$ cat config.mk
export PLATFORM = sky130hd
export DESIGN_NAME = uart_tx
export DESIGN_NICKNAME = d
export VERILOG_FILES = /design/src/rtl/uart_pkg.sv /design/src/rtl/uart_tx.sv
export SDC_FILE = /design/constraint.sdc
export NUM_CORES = 1
export LEC_CHECK = 0
export BUFFER_PORTS_ARGS = -buffer_cell sky130_fd_sc_hd__buf_4
export CORE_UTILIZATION = 60
export CTS_CLUSTER_DIAMETER = 40
export DETAILED_ROUTE_END_ITERATION = 6
export PLACE_DENSITY = 0.81
export SYNTH_ARGS = -nofsm -noshare
export SYNTH_HDL_FRONTEND = slang
export SYNTH_SLANG_ARGS = --single-unit
$ cat constraint.sdc
create_clock -name clk -period 2.7 [get_ports clk]
set_input_delay 0.54 -clock clk [delete_from_list [all_inputs] [get_ports clk]]
set_output_delay 0.54 -clock clk [all_outputs]
set_load 0.01 [all_outputs]
$ cat src/rtl/uart_pkg.sv
`default_nettype none
// +--------------------------------------------------------------------------+
// | uart_pkg : shared encodings, tx state type and parity helper (Rev 1.0)   |
// +--------------------------------------------------------------------------+
package uart_pkg;

  localparam int unsigned PARITY_NONE = 0;
  localparam int unsigned PARITY_ODD  = 1;
  localparam int unsigned PARITY_EVEN = 2;

  localparam logic [2:0] S_IDLE   = 3'd0;
  localparam logic [2:0] S_START  = 3'd1;
  localparam logic [2:0] S_DATA   = 3'd2;
  localparam logic [2:0] S_PARITY = 3'd3;
  localparam logic [2:0] S_STOP   = 3'd4;

  typedef enum logic [2:0] {
    ST_IDLE   = S_IDLE,
    ST_START  = S_START,
    ST_DATA   = S_DATA,
    ST_PARITY = S_PARITY,
    ST_STOP   = S_STOP
  } tx_state_e;

  // XOR of the low nbits of data; inverted for odd parity.
  function automatic logic parity_bit(input logic [8:0]  data,
                                      input int unsigned nbits,
                                      input int unsigned mode);
    logic p;
    p = 1'b0;
    for (int unsigned i = 0; i < 9; i++) begin
      if (i < nbits) p = p ^ data[i];
    end
    return (mode == PARITY_ODD) ? ~p : p;
  endfunction

endpackage
`default_nettype wire

$ cat src/rtl/uart_tx.sv
`default_nettype none
// +--------------------------------------------------------------------------+
// | uart_tx : baud-tick driven UART transmitter with one-entry holding reg   |
// | Rev 1.0                                                                  |
// +--------------------------------------------------------------------------+
module uart_tx
  import uart_pkg::*;
#(
  parameter int unsigned DATA_BITS = 8,
  parameter int unsigned PARITY    = 0,
  parameter int unsigned STOP_BITS = 1
) (
  input  logic                 clk,
  input  logic                 rst_n,
  input  logic                 baud_tick,
  input  logic [DATA_BITS-1:0] tx_data,
  input  logic                 tx_valid,
  output logic                 tx_ready,
  output logic                 tx,
  output logic                 busy
);

  if (DATA_BITS < 5 || DATA_BITS > 9) begin : g_bad_data_bits
    $error("uart_tx: DATA_BITS must be in 5..9");
  end
  if (PARITY > 2) begin : g_bad_parity
    $error("uart_tx: PARITY must be 0, 1 or 2");
  end
  if (STOP_BITS < 1 || STOP_BITS > 2) begin : g_bad_stop_bits
    $error("uart_tx: STOP_BITS must be 1 or 2");
  end

  localparam logic [3:0] LAST_BIT  = 4'(DATA_BITS - 1);
  localparam logic       LAST_STOP = 1'(STOP_BITS - 1);

  tx_state_e              state_q, state_d;
  logic                   hold_full_q, hold_full_d;
  logic [DATA_BITS-1:0]   hold_data_q, hold_data_d;
  logic [DATA_BITS-1:0]   shift_q, shift_d;
  logic [3:0]             bit_cnt_q, bit_cnt_d;
  logic                   stop_cnt_q, stop_cnt_d;
  logic                   par_q, par_d;
  logic                   tx_q, tx_d;
  logic                   ready_q, busy_q;
  logic                   load;

  always_comb begin
    state_d     = state_q;
    hold_full_d = hold_full_q;
    hold_data_d = hold_data_q;
    shift_d     = shift_q;
    bit_cnt_d   = bit_cnt_q;
    stop_cnt_d  = stop_cnt_q;
    par_d       = par_q;
    tx_d        = tx_q;
    load        = 1'b0;

    if (tx_valid && !hold_full_q) begin
      hold_full_d = 1'b1;
      hold_data_d = tx_data;
    end

    if (baud_tick) begin
      case (state_q)
        ST_IDLE: begin
          if (hold_full_q) load = 1'b1;
        end
        ST_START: begin
          state_d   = ST_DATA;
          tx_d      = shift_q[0];
          bit_cnt_d = 4'd0;
        end
        ST_DATA: begin
          if (bit_cnt_q == LAST_BIT) begin
            if (PARITY != PARITY_NONE) begin
              state_d = ST_PARITY;
              tx_d    = par_q;
            end else begin
              state_d    = ST_STOP;
              tx_d       = 1'b1;
              stop_cnt_d = 1'b0;
            end
          end else begin
            shift_d   = shift_q >> 1;
            tx_d      = shift_q[1];
            bit_cnt_d = bit_cnt_q + 4'd1;
          end
        end
        ST_PARITY: begin
          state_d    = ST_STOP;
          tx_d       = 1'b1;
          stop_cnt_d = 1'b0;
        end
        ST_STOP: begin
          if (stop_cnt_q == LAST_STOP) begin
            // A waiting byte starts on this very tick, so frames abut.
            if (hold_full_q) begin
              load = 1'b1;
            end else begin
              state_d = ST_IDLE;
              tx_d    = 1'b1;
            end
          end else begin
            stop_cnt_d = 1'b1;
          end
        end
        default: begin
          state_d = ST_IDLE;
          tx_d    = 1'b1;
        end
      endcase
    end

    // load needs a full holding register and accept needs an empty one,
    // so the two never collide.
    if (load) begin
      state_d     = ST_START;
      tx_d        = 1'b0;
      shift_d     = hold_data_q;
      par_d       = parity_bit(9'(hold_data_q), DATA_BITS, PARITY);
      hold_full_d = 1'b0;
    end
  end

  always_ff @(posedge clk or negedge rst_n) begin
    if (!rst_n) begin
      state_q     <= ST_IDLE;
      hold_full_q <= 1'b0;
      hold_data_q <= '0;
      shift_q     <= '0;
      bit_cnt_q   <= 4'd0;
      stop_cnt_q  <= 1'b0;
      par_q       <= 1'b0;
      tx_q        <= 1'b1;
      ready_q     <= 1'b1;
      busy_q      <= 1'b0;
    end else begin
      state_q     <= state_d;
      hold_full_q <= hold_full_d;
      hold_data_q <= hold_data_d;
      shift_q     <= shift_d;
      bit_cnt_q   <= bit_cnt_d;
      stop_cnt_q  <= stop_cnt_d;
      par_q       <= par_d;
      tx_q        <= tx_d;
      ready_q     <= ~hold_full_d;
      busy_q      <= (state_d != ST_IDLE) | hold_full_d;
    end
  end

  assign tx_ready = ready_q;
  assign tx       = tx_q;
  assign busy     = busy_q;

endmodule
`default_nettype wire

# After elaboration in Yosys (flattened, before gate mapping)

Cells that the tools add are included.

$add $sub $neg: 1
Equal/unequal tests: 11
Muxes and demuxes: 27
Bitwise logic cells: 2
Reductions and logical operators: 12

Operator list:

| operator              | number |
|---|---|
| $mux W8               | 4 |
| $mux W3               | 5 |
| $pmux W3 S5           | 1 |
| $mux W1               | 12 |
| $reduce_and A3 Y1     | 3 |
| $ne A2 B2 Y1 const B  | 4 |
| $pmux W4 S2           | 1 |
| $eq A3 B2 Y1 const B  | 2 |
| $ne A3 B3 Y1 const B  | 2 |
| $reduce_bool A2 Y1    | 3 |
| $reduce_bool A3 Y1    | 2 |
| $add A4 B1 Y4 const B | 1 |
| $eq A4 B3 Y1 const B  | 1 |
| $mux W4               | 1 |
| $pmux W1 S4           | 1 |
| $reduce_and A4 Y1     | 1 |
| $eq A3 B1 Y1 const B  | 1 |
| $eq A3 B3 Y1 const B  | 1 |
| $logic_not A3 Y1      | 1 |
| $pmux W1 S3           | 1 |
| $pmux W1 S2           | 1 |
| $logic_and A1 B1 Y1   | 1 |
| $logic_not A1 Y1      | 1 |
| $not A1 Y1            | 1 |
| $or A1 B1 Y1          | 1 |

Register bits: 28
Input bits: 12
Output and inout bits: 3
Logic and storage cells: 62

# Depth between registers and ports, before layout

Gate-level depths: netlist of run 1.

Depth in word-level cells: 7
Gate-level depth with buffers: 5
Depth with buffers taken out: 4

# Least setup slack after synthesis of run 1

OpenSTA, ideal clock, no wires.

Path type: flip-flop to flip-flop
From: reg bit_cnt_q[0]
To: reg bit_cnt_q[1]
Setup time: 121 ps
Arrival: 1,318 ps
Data required time: 2,579 ps
Slack: 1,261 ps
Cell stages (with the launch flop): 6
Path buffers: 1
Clock period less this slack: 1,439 ps
Cell sequence: dfrtp_1 ha_1 nand3b_1 and3_1 buf_4 a22o_1

Cells in the longest elaborated chain, start to end: 3
Elaborated cells between the ends (all ways): 6
Classes of those cells: add/sub: 1; eq/ne: 2; mux: 2; reduce/logical: 1

Ends and longest elaborated chain:

| element                                          | line                         | text |
|---|---|---|
| start, declared                                  | uart_tx.sv:40                | `logic [3:0] bit_cnt_q, bit_cnt_d;` |
| start signal, assigned                           | uart_tx.sv:142               | `bit_cnt_q <= bit_cnt_d;` |
| $add A4 B1 Y4 or $eq A4 B3 Y1 (tied branches)    | uart_tx.sv:86, uart_tx.sv:74 |  |
| $mux W4 or $ne A2 B2 Y1 (tied branches)          | --                           |  |
| $pmux W4 S2 or $reduce_and A3 Y1 (tied branches) | --                           |  |

Parallel ways exist; a longest one is shown, timed or not. The select of a mux whose other input is x is not followed.
A chain may end at the register's enable or synchronous reset.

# Final worst setup path of run 1

From: reg state_q[1]
To: reg shift_q[5]

Cells in the longest elaborated chain, start to end: 5
Elaborated cells between the ends (all ways): 10
Classes of those cells: eq/ne: 3; mux: 3; reduce/logical: 4

Ends and longest elaborated chain:

| element                                                      | line           | text |
|---|---|---|
| start, declared                                              | uart_tx.sv:36  | `tx_state_e state_q, state_d;` |
| start signal, assigned                                       | uart_tx.sv:138 | `state_q <= state_d;` |
| $eq A3 B3 Y1 or $logic_not A3 Y1 (tied branches)             | uart_tx.sv:64  | `case (state_q)` |
| $pmux W1 S2                                                  | uart_tx.sv:64  |  |
| $mux W1                                                      | uart_tx.sv:63  | `if (baud_tick) begin` |
| $ne A2 B2 Y1 (no line) or $reduce_bool A2 Y1 (tied branches) | --             |  |
| $reduce_and A3 Y1 (no line)                                  | --             |  |
| end signal, assigned                                         | uart_tx.sv:141 | `shift_q <= shift_d;` |
| end, declared                                                | uart_tx.sv:39  | `logic [DATA_BITS-1:0] shift_q, shift_d;` |

Parallel ways exist; a longest one is shown, timed or not.

==> flow_metrics.env, run 1 <==
export IMPL_slew_viol_final=0
export IMPL_powerDensity_nw_per_um2=1030
export IMPL_drv_cap=0
export IMPL_portBuffers=14
export IMPL_grt_total_usage_pct=23.2
export IMPL_place_congestion=0.799
export IMPL_root_buffer="clkbuf_4"
export IMPL_layout_common_cells="dfrtp_1 (25), nand2_1 (18), buf_4 (14)"
export IMPL_synth_net_count=136
export IMPL_synthSimpleGateAreaFrac_pct=22.7
export IMPL_min_period_over_period_pct=65.4
export IMPL_cts_buffer_depth=2
export IMPL_clkSlewWorstSetupHoldPaths_ps=140
export IMPL_hold_violations=0
export IMPL_syn2layout_area_growth_pct=8.82
export IMPL_worst_pin_slew_ps=661
export IMPL_hpwl_um=1730
export IMPL_final_cells=159
export IMPL_nets=146
export IMPL_grt_overflow=0
export IMPL_grt_pass1_vias=1022
export IMPL_via_per_inst=5.96
export IMPL_required_ps=2890
export IMPL_cts_max_level=1
export IMPL_rrSetupSlack_ps=930
export IMPL_peakVddDrop_v=0.000640
export IMPL_grt_pass1_wl_um=4250
export IMPL_cts_buffers=3
export IMPL_synth_top_family_by_area="simple AND/OR/NAND/NOR gates"
export IMPL_mappedNetlistArea_um2=1330
export IMPL_hold_class="input pin to async pin"
export IMPL_syn_area_per_cell_um2=10.8
export IMPL_grt_max_degree=28
export IMPL_synthMuxAreaShare_pct=6.75
export IMPL_synth_xor_area_share_pct=0.657
export IMPL_die_w_um=49.2
export IMPL_via_count=948
export IMPL_ys_ff_latch=27
export IMPL_coreArea_um2=2020
export IMPL_mostFrequentLayoutCell="dfrtp_1"
export IMPL_final_util_pct=71.8
export IMPL_finClkSkew_ps=6.31
export IMPL_ys_warnings_count=0
export IMPL_relSlewSlack_pct=55.9
export IMPL_fill_cells=152
export IMPL_rsz0062_at_grt="no"
export IMPL_netlist_instances=123
export IMPL_start_util_pct=66.0
export IMPL_clk_latency_ps=320
export IMPL_synth_edf_count=0
export IMPL_ioPinCount=15
export IMPL_cp_end_kind="register"
export IMPL_route_detailed_drc=0
export IMPL_synth_compound_area_share_pct=13.0
export IMPL_synth_top_cell_area_share_pct=46.9
export IMPL_async_flop_share_pct=100
export IMPL_path_delay_family="simple AND/OR/NAND/NOR gates"
export IMPL_yosysUniqueCellTypes=41
export IMPL_slowest_delay_ps=630
export IMPL_wl_um=2400
export IMPL_wl_per_cell_um=15.1
export IMPL_arrival_ps=1960
export IMPL_postCtsResizedCells=0
export IMPL_crit_path_top_delay_cell="dfrtp_1"
export IMPL_cts_tree="built"
export IMPL_drtAntennaViolNets=0
export IMPL_crit_path_cell_trace="nor3b_4 -> and3_1 -> o211ai_1"
export IMPL_hold_slack_ps=103
export IMPL_clkSinkCount=27
export IMPL_cp_max_fo=15
export IMPL_fp_row_count=16
export IMPL_crit_buf_inv=0
export IMPL_fin_tns_setup_ps=0
export IMPL_seq_area_frac_synth_pct=50.8
export IMPL_leakagePower_nw=0.613
export IMPL_r2r_end="shift_q[5]"
export IMPL_yosysTopAreaCell="dfrtp_1"
export IMPL_synth_ff_type="dfrtp_1"
export IMPL_post_cts_setup_buffers=0
export IMPL_setup_violations=0
export IMPL_num_antenna_cells=0
export IMPL_die_area_um2=2420
export IMPL_reg2reg_from="state_q[1]"
export IMPL_placed_cells=155
export IMPL_synth_area_leaders="dfrtp_1 (47%), nand2_1 (5.1%), o211ai_1 (4.5%)"
export IMPL_period_minus_slack_ps=1770
export IMPL_clock_fmax_mhz=566
export IMPL_synth_fa_ha_area_share_pct=0.938
export IMPL_ff2ff_path_depth=3
export IMPL_dr_pass1_iters=4
export IMPL_cts_hold_fix_buffers=0
export IMPL_drive_gt1_share_pct=22.0
export IMPL_die_y_um=49.2
export IMPL_setup_worst_path_class="register to register"
export IMPL_drt_iter0_drc=11
export IMPL_antenna_found_initial=0
export IMPL_start_kind="register"
export IMPL_outcome="completed"
[metal layers]
metal / global-route usage [%] / wire length (um) / vias up
met5: 0 / 0 / -
met4: 9.31 / 12 / 0
met3: 4.36 / 67 / 2
met2: 40.4 / 1220 / 20
met1: 28.0 / 1100 / 458
li1: - / - / 468
[cell families (layout without fill, tap and decap cells)]
group | after synthesis | in the layout
AND/OR/NAND/NOR | 49 | 49
flip-flops | 27 | 27
AO/OA/AOI/OAI | 23 | 23
buffers and inverters | 14 | 23
multiplexers | 8 | 8
adder cells (fa/ha/maj) | 1 | 1
XOR/XNOR | 1 | 1
[report_power, final]
part	switching, W	total [W]	leakage [nW]	internal, W
clock network	0.000113	0.000168	0.0177	0.0000554
logic	0.000251	0.000538	0.270	0.000287
registers	0.000185	0.000784	0.324	0.000599
[cell type report]
cell class                 instances  area (um2)  share of cell area (%)
timing repair buffer              14         105                    7.24
clock buffer                       3        22.5                    1.55
tap                               27        33.8                    2.33
clock inverter                     1        5.00                   0.345
inverter                           5        18.8                    1.29
sequential                        27         678                    46.7
multi-input combinational         82         588                    40.5
[synth_stat cells, types with 2 or more instances]
library cell / instances
and3b_1: 2
buf_1: 2
buf_2: 3
clkbuf_1: 2
dfrtp_1: 25
dfstp_2: 2
inv_1: 5
mux2_1: 3
mux2_2: 5
nand2_1: 18
nand2b_1: 2
nand3b_1: 3
nand4_1: 8
nand4bb_1: 2
nor2_1: 3
o211ai_1: 8
o21ai_1: 5
o221ai_2: 2
[stage by stage]
stage	total power [W]	setup WS (ps)	area [um2]
finish	0.00149	933	1450
global placement	0.00129	987	1420
detailed placement	0.00133	956	1420
floorplan	0.00120	1260	1330
CTS	0.00150	950	1450
global route	0.00160	822	1450
[worst max path at each step]
stage | start | to | cells after the start
4_1_cts | state_q[1] | shift_q[5] | 3
5_1_grt | state_q[1] | shift_q[4] | 3
2_1_floorplan | bit_cnt_q[0] | bit_cnt_q[1] | 5
6_report | state_q[1] | shift_q[5] | 3
3_5_place_dp | tx_valid | hold_data_q[7] | 3
3_3_place_gp | tx_valid | hold_data_q[1] | 3
[sequential cells by signal, indices dropped and copies added (netlist names)]
name and flops:
tx_ready 1, busy 1, hold_full_q 1, hold_data_q 8
bit_cnt_q 4, shift_q 8, tx 1, state_q 3
Power figures use the tool's default switching activity.
==> run 2: changes to the inputs <==
--- a/config.mk
+++ b/config.mk
@@ -6,10 +6,10 @@
 export NUM_CORES = 1
 export LEC_CHECK = 0
 export BUFFER_PORTS_ARGS = -buffer_cell sky130_fd_sc_hd__buf_4
-export CORE_UTILIZATION = 60
+export CORE_UTILIZATION = 56
 export CTS_CLUSTER_DIAMETER = 40
 export DETAILED_ROUTE_END_ITERATION = 6
-export PLACE_DENSITY = 0.81
+export PLACE_DENSITY = 0.77
 export SYNTH_ARGS = -nofsm -noshare
 export SYNTH_HDL_FRONTEND = slang
 export SYNTH_SLANG_ARGS = --single-unit
==> constraint.sdc (replaced) <==
create_clock -name clk -period 1.8 [get_ports clk]
set_input_delay 0.36 -clock clk [delete_from_list [all_inputs] [get_ports clk]]
set_output_delay 0.36 -clock clk [all_outputs]
set_load 0.01 [all_outputs]
==> run 2 against run 1 <==
  * Design area increased by 2.2%
  * Sequential power rose by 51%
  * Sequential share of layout area decreased by 1.0 points
  * Global-route usage increased by 1.4 points
  * Die area rose by 6.8%
  * Critical endpoint is now shift_q[4]
  * Highest routed layer unchanged
==> flow_metrics.env, run 2 (same netlist as run 1, synthesis figures left out) <==
export IMPL_postCtsResizedCells=0
export IMPL_root_buffer="clkbuf_4"
export IMPL_cts_buffers=3
export IMPL_crit_buf_inv=0
export IMPL_worst_pin_slew_ps=457
export IMPL_antenna_found_initial=0
export IMPL_leakagePower_nw=0.629
export IMPL_post_cts_setup_buffers=0
export IMPL_peakVddDrop_v=0.000934
export IMPL_grt_total_usage_pct=24.6
export IMPL_period_minus_slack_ps=1590
export IMPL_rsz0062_at_grt="no"
export IMPL_min_period_over_period_pct=88.3
export IMPL_mostFrequentLayoutCell="dfrtp_1"
export IMPL_place_congestion=0.772
export IMPL_arrival_ps=1790
export IMPL_drtAntennaViolNets=0
export IMPL_grt_pass1_wl_um=4610
export IMPL_power_frac_seq_pct=51.6
export IMPL_wl_um=2660
export IMPL_clock_fmax_mhz=629
export IMPL_die_area_um2=2580
export IMPL_multi_input_area_um2=588
export IMPL_via_count=1013
export IMPL_hold_class="input pin to register"
export IMPL_start_util_pct=59.7
export IMPL_intPower_w=0.00144
export IMPL_clk_latency_ps=330
export IMPL_fin_tns_setup_ps=0
export IMPL_p_clk_share_pct=11.6
export IMPL_cts_hold_fix_buffers=1
export IMPL_setup_violations=0
export IMPL_crit_path_cell_trace="nor3b_4 -> and3_1 -> o211ai_1"
export IMPL_route_detailed_drc=0
export IMPL_cts_max_level=1
export IMPL_portBuffers=14
export IMPL_cp_end_kind="register"
export IMPL_fill_cells=170
export IMPL_die_y_um=50.8
export IMPL_path_delay_family="flip-flops"
export IMPL_final_util_pct=66.4
export IMPL_grt_pass1_vias=1052
export IMPL_via_per_inst=6.18
export IMPL_cts_tree="built"
export IMPL_pwr_share_comb_pct=36.7
export IMPL_reg_top3="hold_data_q x8, shift_q x8, bit_cnt_q x4"
export IMPL_slowest_delay_ps=660
export IMPL_clkSinkCount=27
export IMPL_outcome="completed"
export IMPL_finalPower_w=0.00229
export IMPL_powerDensity_nw_per_um2=1540
export IMPL_crit_path_top_delay_cell="dfrtp_1"
export IMPL_drt_iter0_drc=32
export IMPL_die_w_um=50.8
export IMPL_grt_max_degree=28
export IMPL_finClkSkew_ps=11.8
export IMPL_syn2layout_area_growth_pct=11.3
export IMPL_drv_cap=0
export IMPL_num_antenna_cells=0
export IMPL_wl_per_cell_um=16.2
export IMPL_hpwl_um=1840
export IMPL_relSlewSlack_pct=69.5
export IMPL_start_kind="register"
export IMPL_ff_latch_area_um2=678
export IMPL_drive_gt1_share_pct=22.8
export IMPL_setup_worst_path_class="register to register"
export IMPL_swShare_pct=37.2
export IMPL_nets=150
export IMPL_layout_common_cells="dfrtp_1 (25), nand2_1 (18), buf_4 (17)"
export IMPL_cp_max_fo=15
export IMPL_clkSlewWorstSetupHoldPaths_ps=150
export IMPL_power_switching_w=0.000852
export IMPL_ioPinCount=15
export IMPL_required_ps=2000
export IMPL_hold_violations=0
export IMPL_cts_buffer_depth=2
export IMPL_dr_pass1_iters=4
export IMPL_coreArea_um2=2230
export IMPL_grt_overflow=0
export IMPL_slew_viol_final=0
export IMPL_fp_row_count=17
run 2: final timing paths:
kind                           startpoint        endpoint  slack [ps]  cells past startpoint
max                            state_q[1]      shift_q[4]         210                      3
min                              tx_valid        tx_ready         180                      2
max reg2reg                    state_q[1]      shift_q[4]         210                      3
min reg2reg                hold_data_q[2]  hold_data_q[2]         500                      1
max in group asynchronous           rst_n              tx        1050                      2
min in group asynchronous           rst_n    bit_cnt_q[3]         460                      2
run 2: per-stage QoR:
step	instance area [um2]	cells	hold WS, ps	setup slack (ps)
floorplan	1330	123	64.4	361
detailed placement	1450	159	296	239
global route	1480	164	186	87.5
finish	1480	164	184	211
global placement	1450	159	288	335
CTS	1480	164	184	212
run 2: power by group through the flow:
stage	combinational (W)	clock (W)	sequential [W]
3_3_place_gp	0.000804	0	0.00117
3_5_place_dp	0.000850	0	0.00119
4_1_cts	0.000854	0.000267	0.00118
5_1_grt	0.000946	0.000283	0.00123
6_report	0.000841	0.000266	0.00118
2_1_floorplan	0.000723	0	0.00108
run 2: per-layer routing:
metal	vias up	GRT usage (%)	routed length [um]
met2	25	43.3	1330
met5	-	0	0
met1	505	30.0	1220
li1	481	-	-
met3	2	3.94	88
met4	0	9.26	18
run 2: layout make-up:
type                       instances  share of cell area [%]
tap                               28                    2.36
clock buffer                       4                    1.77
sequential                        27                    45.7
timing repair buffer              18                    9.27
inverter                           5                    1.26
multi-input combinational         82                    39.6
run 2: worst reg2reg max path: cells and delay by family, from the launching register on:
kind               cells  cell delay, ps
AOI/OAI and AO/OA      1             160
DFF                    1             660
and+or+nand+nor        2             650
